**src/rtl/wb_flush_ctrl.sv**
```systemverilog
// ---------------------------------------------------------------------------
// wb_flush_ctrl
//   Pipeline recovery sequencer for exceptions and ERTN committed in WB.
//   For each accepted event it issues one CSR commit strobe, flushes IF..MEM,
//   redirects fetch to the exception entry (exception) or ERA (ERTN) through
//   a valid/ready handshake, and keeps WB closed until a fixed drain window
//   after the redirect has been accepted.
//
// Parameters
//   DRAIN_CYCLES  cycles flush stays high after the redirect handshake (>=1)
//   CNT_W         width of the saturating accepted-event counter
//
// Ports
//   clk             clock
//   reset           asynchronous reset, active-high
//   wb_valid        WB holds a valid instruction
//   wb_ex           WB instruction raises an exception (incl. interrupt)
//   wb_ertn         WB instruction is ERTN
//   csr_eentry      exception entry address
//   csr_era         exception return address
//   redirect_ready  IF accepts the redirect this cycle
//   csr_commit      1-cycle strobe: CSR latches ex/ertn side effects
//   csr_commit_ertn kind of the commit: 1 = ERTN, 0 = exception
//   flush           kill all in-flight instructions in IF..MEM
//   redirect_valid  redirect request to IF
//   redirect_pc     new fetch PC
//   wb_block        1 = WB refuses new instructions
//   flush_cnt       number of accepted events, saturating
// ---------------------------------------------------------------------------
module wb_flush_ctrl #(
  parameter int DRAIN_CYCLES = 2,
  parameter int CNT_W        = 16
) (
  input  logic             clk,
  input  logic             reset,
  input  logic             wb_valid,
  input  logic             wb_ex,
  input  logic             wb_ertn,
  input  logic [31:0]      csr_eentry,
  input  logic [31:0]      csr_era,
  input  logic             redirect_ready,
  output logic             csr_commit,
  output logic             csr_commit_ertn,
  output logic             flush,
  output logic             redirect_valid,
  output logic [31:0]      redirect_pc,
  output logic             wb_block,
  output logic [CNT_W-1:0] flush_cnt
);

  typedef enum logic [1:0] {
    IDLE     = 2'd0,
    COMMIT   = 2'd1,
    REDIRECT = 2'd2,
    DRAIN    = 2'd3
  } state_t;

  // Drain counter only ever holds DRAIN_CYCLES-1 down to 0.
  localparam int DRN_W = (DRAIN_CYCLES > 1) ? $clog2(DRAIN_CYCLES) : 1;
  localparam logic [DRN_W-1:0] DRAIN_LOAD = DRN_W'(DRAIN_CYCLES - 1);

  state_t           state;
  state_t           next_state;
  logic [DRN_W-1:0] drain_cnt;

  logic wb_event;
  logic accept;
  logic handshake;

  assign wb_event  = wb_valid & (wb_ex | wb_ertn);
  // Events are only looked at in IDLE; anything arriving mid-sequence is dropped.
  assign accept    = (state == IDLE) & wb_event;
  assign handshake = (state == REDIRECT) & redirect_ready;

  // Next state and outputs. Outputs are decoded from the state register only,
  // so none of them has a combinational path from an input.
  always_comb begin
    // NOTE: every signal driven here gets a default first so no path leaves
    // it unassigned, which would otherwise infer a latch.
    next_state     = state;
    csr_commit     = 1'b0;
    flush          = 1'b0;
    redirect_valid = 1'b0;
    wb_block       = 1'b0;
    unique case (state)
      IDLE: begin
        if (accept) next_state = COMMIT;
      end
      COMMIT: begin
        csr_commit = 1'b1;
        flush      = 1'b1;
        wb_block   = 1'b1;
        next_state = REDIRECT;
      end
      REDIRECT: begin
        flush          = 1'b1;
        redirect_valid = 1'b1;
        wb_block       = 1'b1;
        if (redirect_ready) next_state = DRAIN;
      end
      DRAIN: begin
        flush    = 1'b1;
        wb_block = 1'b1;
        if (drain_cnt == '0) next_state = IDLE;
      end
      default: next_state = IDLE;
    endcase
  end

  // NOTE: sequential state uses non-blocking assignments so every register
  // samples the pre-edge values regardless of statement order.
  always_ff @(posedge clk or posedge reset) begin
    if (reset) state <= IDLE;
    else       state <= next_state;
  end

  // Target, kind and counters. Target and kind are captured only on accept,
  // so they stay stable through the redirect handshake and afterwards.
  always_ff @(posedge clk or posedge reset) begin
    if (reset) begin
      redirect_pc     <= '0;
      csr_commit_ertn <= 1'b0;
      flush_cnt       <= '0;
      drain_cnt       <= '0;
    end else begin
      if (accept) begin
        // Exception wins when both wb_ex and wb_ertn are set.
        redirect_pc     <= wb_ex ? csr_eentry : csr_era;
        csr_commit_ertn <= ~wb_ex;
        if (flush_cnt != '1) flush_cnt <= flush_cnt + CNT_W'(1);
      end
      if (handshake)
        drain_cnt <= DRAIN_LOAD;
      else if ((state == DRAIN) && (drain_cnt != '0))
        drain_cnt <= drain_cnt - DRN_W'(1);
    end
  end

endmodule

```
**config.mk**
```make
export PLATFORM = sky130hd
export DESIGN_NAME = wb_flush_ctrl
export DESIGN_NICKNAME = d
export VERILOG_FILES = /design/src/rtl/wb_flush_ctrl.sv
export SDC_FILE = /design/constraint.sdc
export NUM_CORES = 1
export LEC_CHECK = 0
export ABC_AREA = 1
export CORE_MARGIN = 5
export CORE_UTILIZATION = 50
export DETAILED_ROUTE_END_ITERATION = 8
export DONT_BUFFER_PORTS = 1
export PLACE_DENSITY = 0.68
export SLEW_MARGIN = 20
export SYNTH_ARGS = -nofsm -noshare
export SYNTH_HDL_FRONTEND = slang
export SYNTH_SLANG_ARGS = --single-unit
```
**constraint.sdc**
```tcl
create_clock -name clk -period 1.5 [get_ports clk]
set_input_delay 0.075 -clock clk [delete_from_list [all_inputs] [get_ports clk]]
set_output_delay 0.075 -clock clk [all_outputs]
set_load 0.02 [all_outputs]
```
# After elaboration in Yosys (flattened, before gate mapping)
# Index checks and enable logic that the tools add are counted.
# word_totals
mem_count	0
latchBits	0
rom_bits	0
output_inout_bits	53
mem_bits_rw	0
reg_bits	52
# classes
n_addsub	2
eq_ne	7
reduce_logical	6
bitwise_logic	5
n_mux	10
n_mul	0
n_div	0
n_shift	0
magnitude_cmp	0
# ops
operator	count
32-bit two-way mux	1
16-bit by 1-bit adder with 16-bit output, second input constant	1
16-bit != test, second input constant	1
2-bit case mux with 4 select lines	1
2-bit two-way mux	3
2-bit != test, second input constant	3
1-bit two-way mux	5
2-bit equality test, second input constant	2
1-bit bitwise AND	3
3-bit AND reduction	1
3-bit OR reduction	1
2-bit by 1-bit equality test with 1-bit output, second input constant	1
2-bit logical NOT	1
2-bit AND reduction	1
2-bit nonzero test	1
1-bit logical AND	1
1-bit NOT	1
1-bit OR	1
1-bit subtractor, second input constant	1

# Longest topological paths before layout
# depth
word_depth	5
mapped_depth	10
mapped_depth_nobuf	9

# Worst setup path before layout
# Ideal clock, no wire load.
# synth_path
kind	reg-to-reg
startpoint	register flush_cnt[0]
endpoint	register flush_cnt[13]
synth_period_minus_slack_ps	1612
path_stages_with_launch	10
path_buffers	1
arrival_time_ps	1496
setup_slack_ps	-112
path_cell_list	dfrtp_1 ha_1 nand3_2 inv_2 nand2_2 nor2_4 nor2_8 buf_6 nand2_1 nand2_1
# synth_between
elab_chain_cells	2
word_cells_on_any_way	3
# synth_lines
element	line	text
start, declared	48	output logic [CNT_W-1:0] flush_cnt
start signal, assigned	130	if (flush_cnt != '1) flush_cnt <= flush_cnt + CNT_W'(1);
branches (longest 2 deep; another with 16-bit by 1-bit adder with 16-bit output)	n/a	
# Several ways; the timed one is not identified.
# A chain may end at the register's enable or synchronous reset.

# Worst setup path after layout
# layout_path
startpoint	register flush_cnt[0]
endpoint	register flush_cnt[2]
# Same word-level chain as after synthesis.

==> qor.txt <==
Synth Register Bits -> 52
most common cell after layout, fill and taps aside -> nand2_1
Max Clock Skew -> 0.00781 ns
DR vias -> 2768
Cell Int Power -> 3.32 mW
total grt overflow -> 0
pre-CTS setup slack -> -0.0698 ns
deepest clock path buffer count -> 2
Peak VDD IR -> 0.000912 V
Cell Rows -> 27
worst path bufs/invs -> 1
initial antenna violation count -> 0
final instance area -> 3870 µm²
antenna violation net count after detailed routing -> 0
final wirelength -> 7.82 mm
Buffers on Ports -> 0
vias in the first global route -> 2775
1st-iter DRT viols -> 169
layout cells sized above 1 -> 0.190
global-route wire length before repair -> 12.7 mm
final period utilization -> 0.956
Sequential Power Share -> 0.493
Slew @ Worst Pin -> 0.343 ns
CP startpoint -> flush_cnt[0]
drt pass-1 iters -> 4
most frequent cells in the layout -> 125 x nand2_1, 49 x dfrtp_1, 47 x inv_1, 42 x dlygate4sd3_1, 40 x o21ai_0
reg2reg setup slack -> 0.07 ns
Ys Warns -> 0
setup violators final -> 0
largest net degree at the start of global routing -> 53
CTS tree -> built
Reg clk slew, reported paths -> 0.09 ns
Core Util, Final -> 0.695
Wirelength per Cell -> 14.7 µm
FILL cells -> 427
Final Non-Filler Cells -> 531
Post-synth EDFFs -> 0
RD Place Congestion -> 0.873
Starting Density -> 0.524
worst hold path class -> input port to flip-flop
die area -> 7470 µm²
Seq/Total Area, Yosys -> 0.446
Tmin final -> 1.43 ns
overall die width -> 86.4 µm
reg2reg start -> flush_cnt[0]
CP Data Required Time -> 1.73 ns
Multi-input gate area -> 1360 µm²
TNS Setup -> 0 ns
switching power of the nets -> 2.69 mW
Min Hold Slack -> -0.00787 ns
die height -> 86.4 µm
register area -> 1310 µm²
slowest CP cell -> dfrtp_2
maxcap violations -> 0
status -> finished, violations left
Crit path max-delay family -> flip-flops
total design power -> 6.00 mW
Startpoint Class -> flip-flop
fmax -> 0.697 GHz
max incr delay on CP -> 0.42 ns
DRC Markers -> 0
Worst Setup End Kind -> flip-flop
hold path start -> wb_ex
failing checks -> hold timing
core area -> 5570 µm²
P_leak -> 1.87 nW
GRT Resource Usage Total -> 0.210
slew margin rel. -> 0.771
Top Ports -> 123
Nets -> 534
Gate power share -> 0.366
Slew Limit Fails -> 0
placed wire-length estimate -> 4.94 mm
Inst Count DP -> 469
WP data arrival -> 1.67 ns
syn_nets -> 458
H-tree depth -> 2
ys async rst share -> 1.00
Avg Vias per Cell -> 5.21
Synth Instances -> 382
worst-skew pair later-pin latency -> 0.30 ns
crit-path cells -> ha_4 > nand3_2 > inv_2 > nand2_2 > o21ai_4 > nand2_1 > o21ai_2
crit-path max FO -> 12
Clock Power Share -> 0.141
diode count -> 0
critical path class -> flip-flop to flip-flop
Unique masters post-synth -> 29
CTS buffer count -> 5
Layout area overhead -> 32.6%
switching share of power -> 0.447
Mean Syn Cell Area -> 7.64 µm²
dominant synthesized flop cell -> dfrtp_1
CTS root buffer -> clkbuf_8
pwr/cell area -> 1550 nW/µm²
Synth Cell Area -> 2920 µm²
final number of hold-violating endpoints -> 1
DP Area -> 3160 µm²
setup ws final -> 0.0661 ns
CTS Sinks -> 52
-- worst paths after layout --
check,endpoint,cells after the start
hold / removal,redirect_pc[9],2
hold reg to reg,drain_cnt,2
setup / recovery,flush_cnt[2],7
setup reg to reg,flush_cnt[2],7
min in group asynchronous,redirect_pc[11],3
max in group asynchronous,flush_cnt[0],3
-- power groups by stage --
stage / Combinational [mW] / Clock (mW) / Sequential, mW
floorplan: 1.28 / 0 / 3.00
global placement: 1.82 / 0 / 2.98
detailed placement: 1.90 / 0 / 2.97
CTS: 2.08 / 0.874 / 2.95
global route: 2.47 / 0.915 / 3.03
finish: 2.20 / 0.848 / 2.96
-- logic make-up (layout without fill, tap and decap cells) --
logic type,count (synthesis),after routing,share of synthesized area
compound gates,81,81,0.151
xor+xnor,6,6,0.0180
fa+ha+maj,6,6,0.0257
buf+inv,68,145,0.113
flops,52,52,0.446
simple gates,169,169,0.246
-- registers in the layout, indices dropped and copies added, names as in the netlist --
register and count:
redirect_pc 32, flush_cnt 16, state 2, csr_commit_ertn 1
drain_cnt 1
-- cells in the mapped netlist, drive strengths merged, types with 2 or more instances --
| library cell | count | area share |
|---|---|---|
| xnor2 | 4 | 0.012 |
| nor2 | 22 | 0.045 |
| o21ai | 79 | 0.15 |
| clkbuf | 6 | 0.0077 |
| dfrtp | 52 | 0.45 |
| nand2 | 132 | 0.17 |
| buf | 11 | 0.038 |
| nand3 | 8 | 0.015 |
| inv | 51 | 0.067 |
| nand4 | 5 | 0.011 |
| xor2 | 2 | 0.0060 |
| ha | 6 | 0.026 |
-- cell type report --
class,count,share of cell area
repair buffers,86,0.213
multi-input cells,262,0.350
clock buffers,6,0.0213
inverters,51,0.0507
flip-flops and latches,52,0.337
well taps,72,0.0233
clock inverters,2,0.00388
-- worst reg2reg max path, stage by stage, from the launching register on --
cell and delay [ns]:
dfrtp_2 0.42, ha_4 0.15, nand3_2 0.09, inv_2 0.08, nand2_2 0.09, o21ai_4 0.34, nand2_1 0.12, o21ai_2 0.07
-- repair_timing --
item / in CTS / in global routing
hold endpoints to repair: 83 / 0
hold buffers: 43 / 0
pin swaps: 2 / 6
gates resized for setup: 1 / 17
setup buffers: 3 / 8
setup endpoints to repair: 15 / 46
-- metal layers --
metal | part of all wire | GRT usage | up-vias
li1 | - | - | 1342
met2 | 0.49 | 0.360 | 132
met4 | 0.014 | 0.0623 | 0
met5 | 0 | 0 | -
met1 | 0.40 | 0.260 | 1282
met3 | 0.090 | 0.0570 | 12
(Power assumes the default switching activity.)
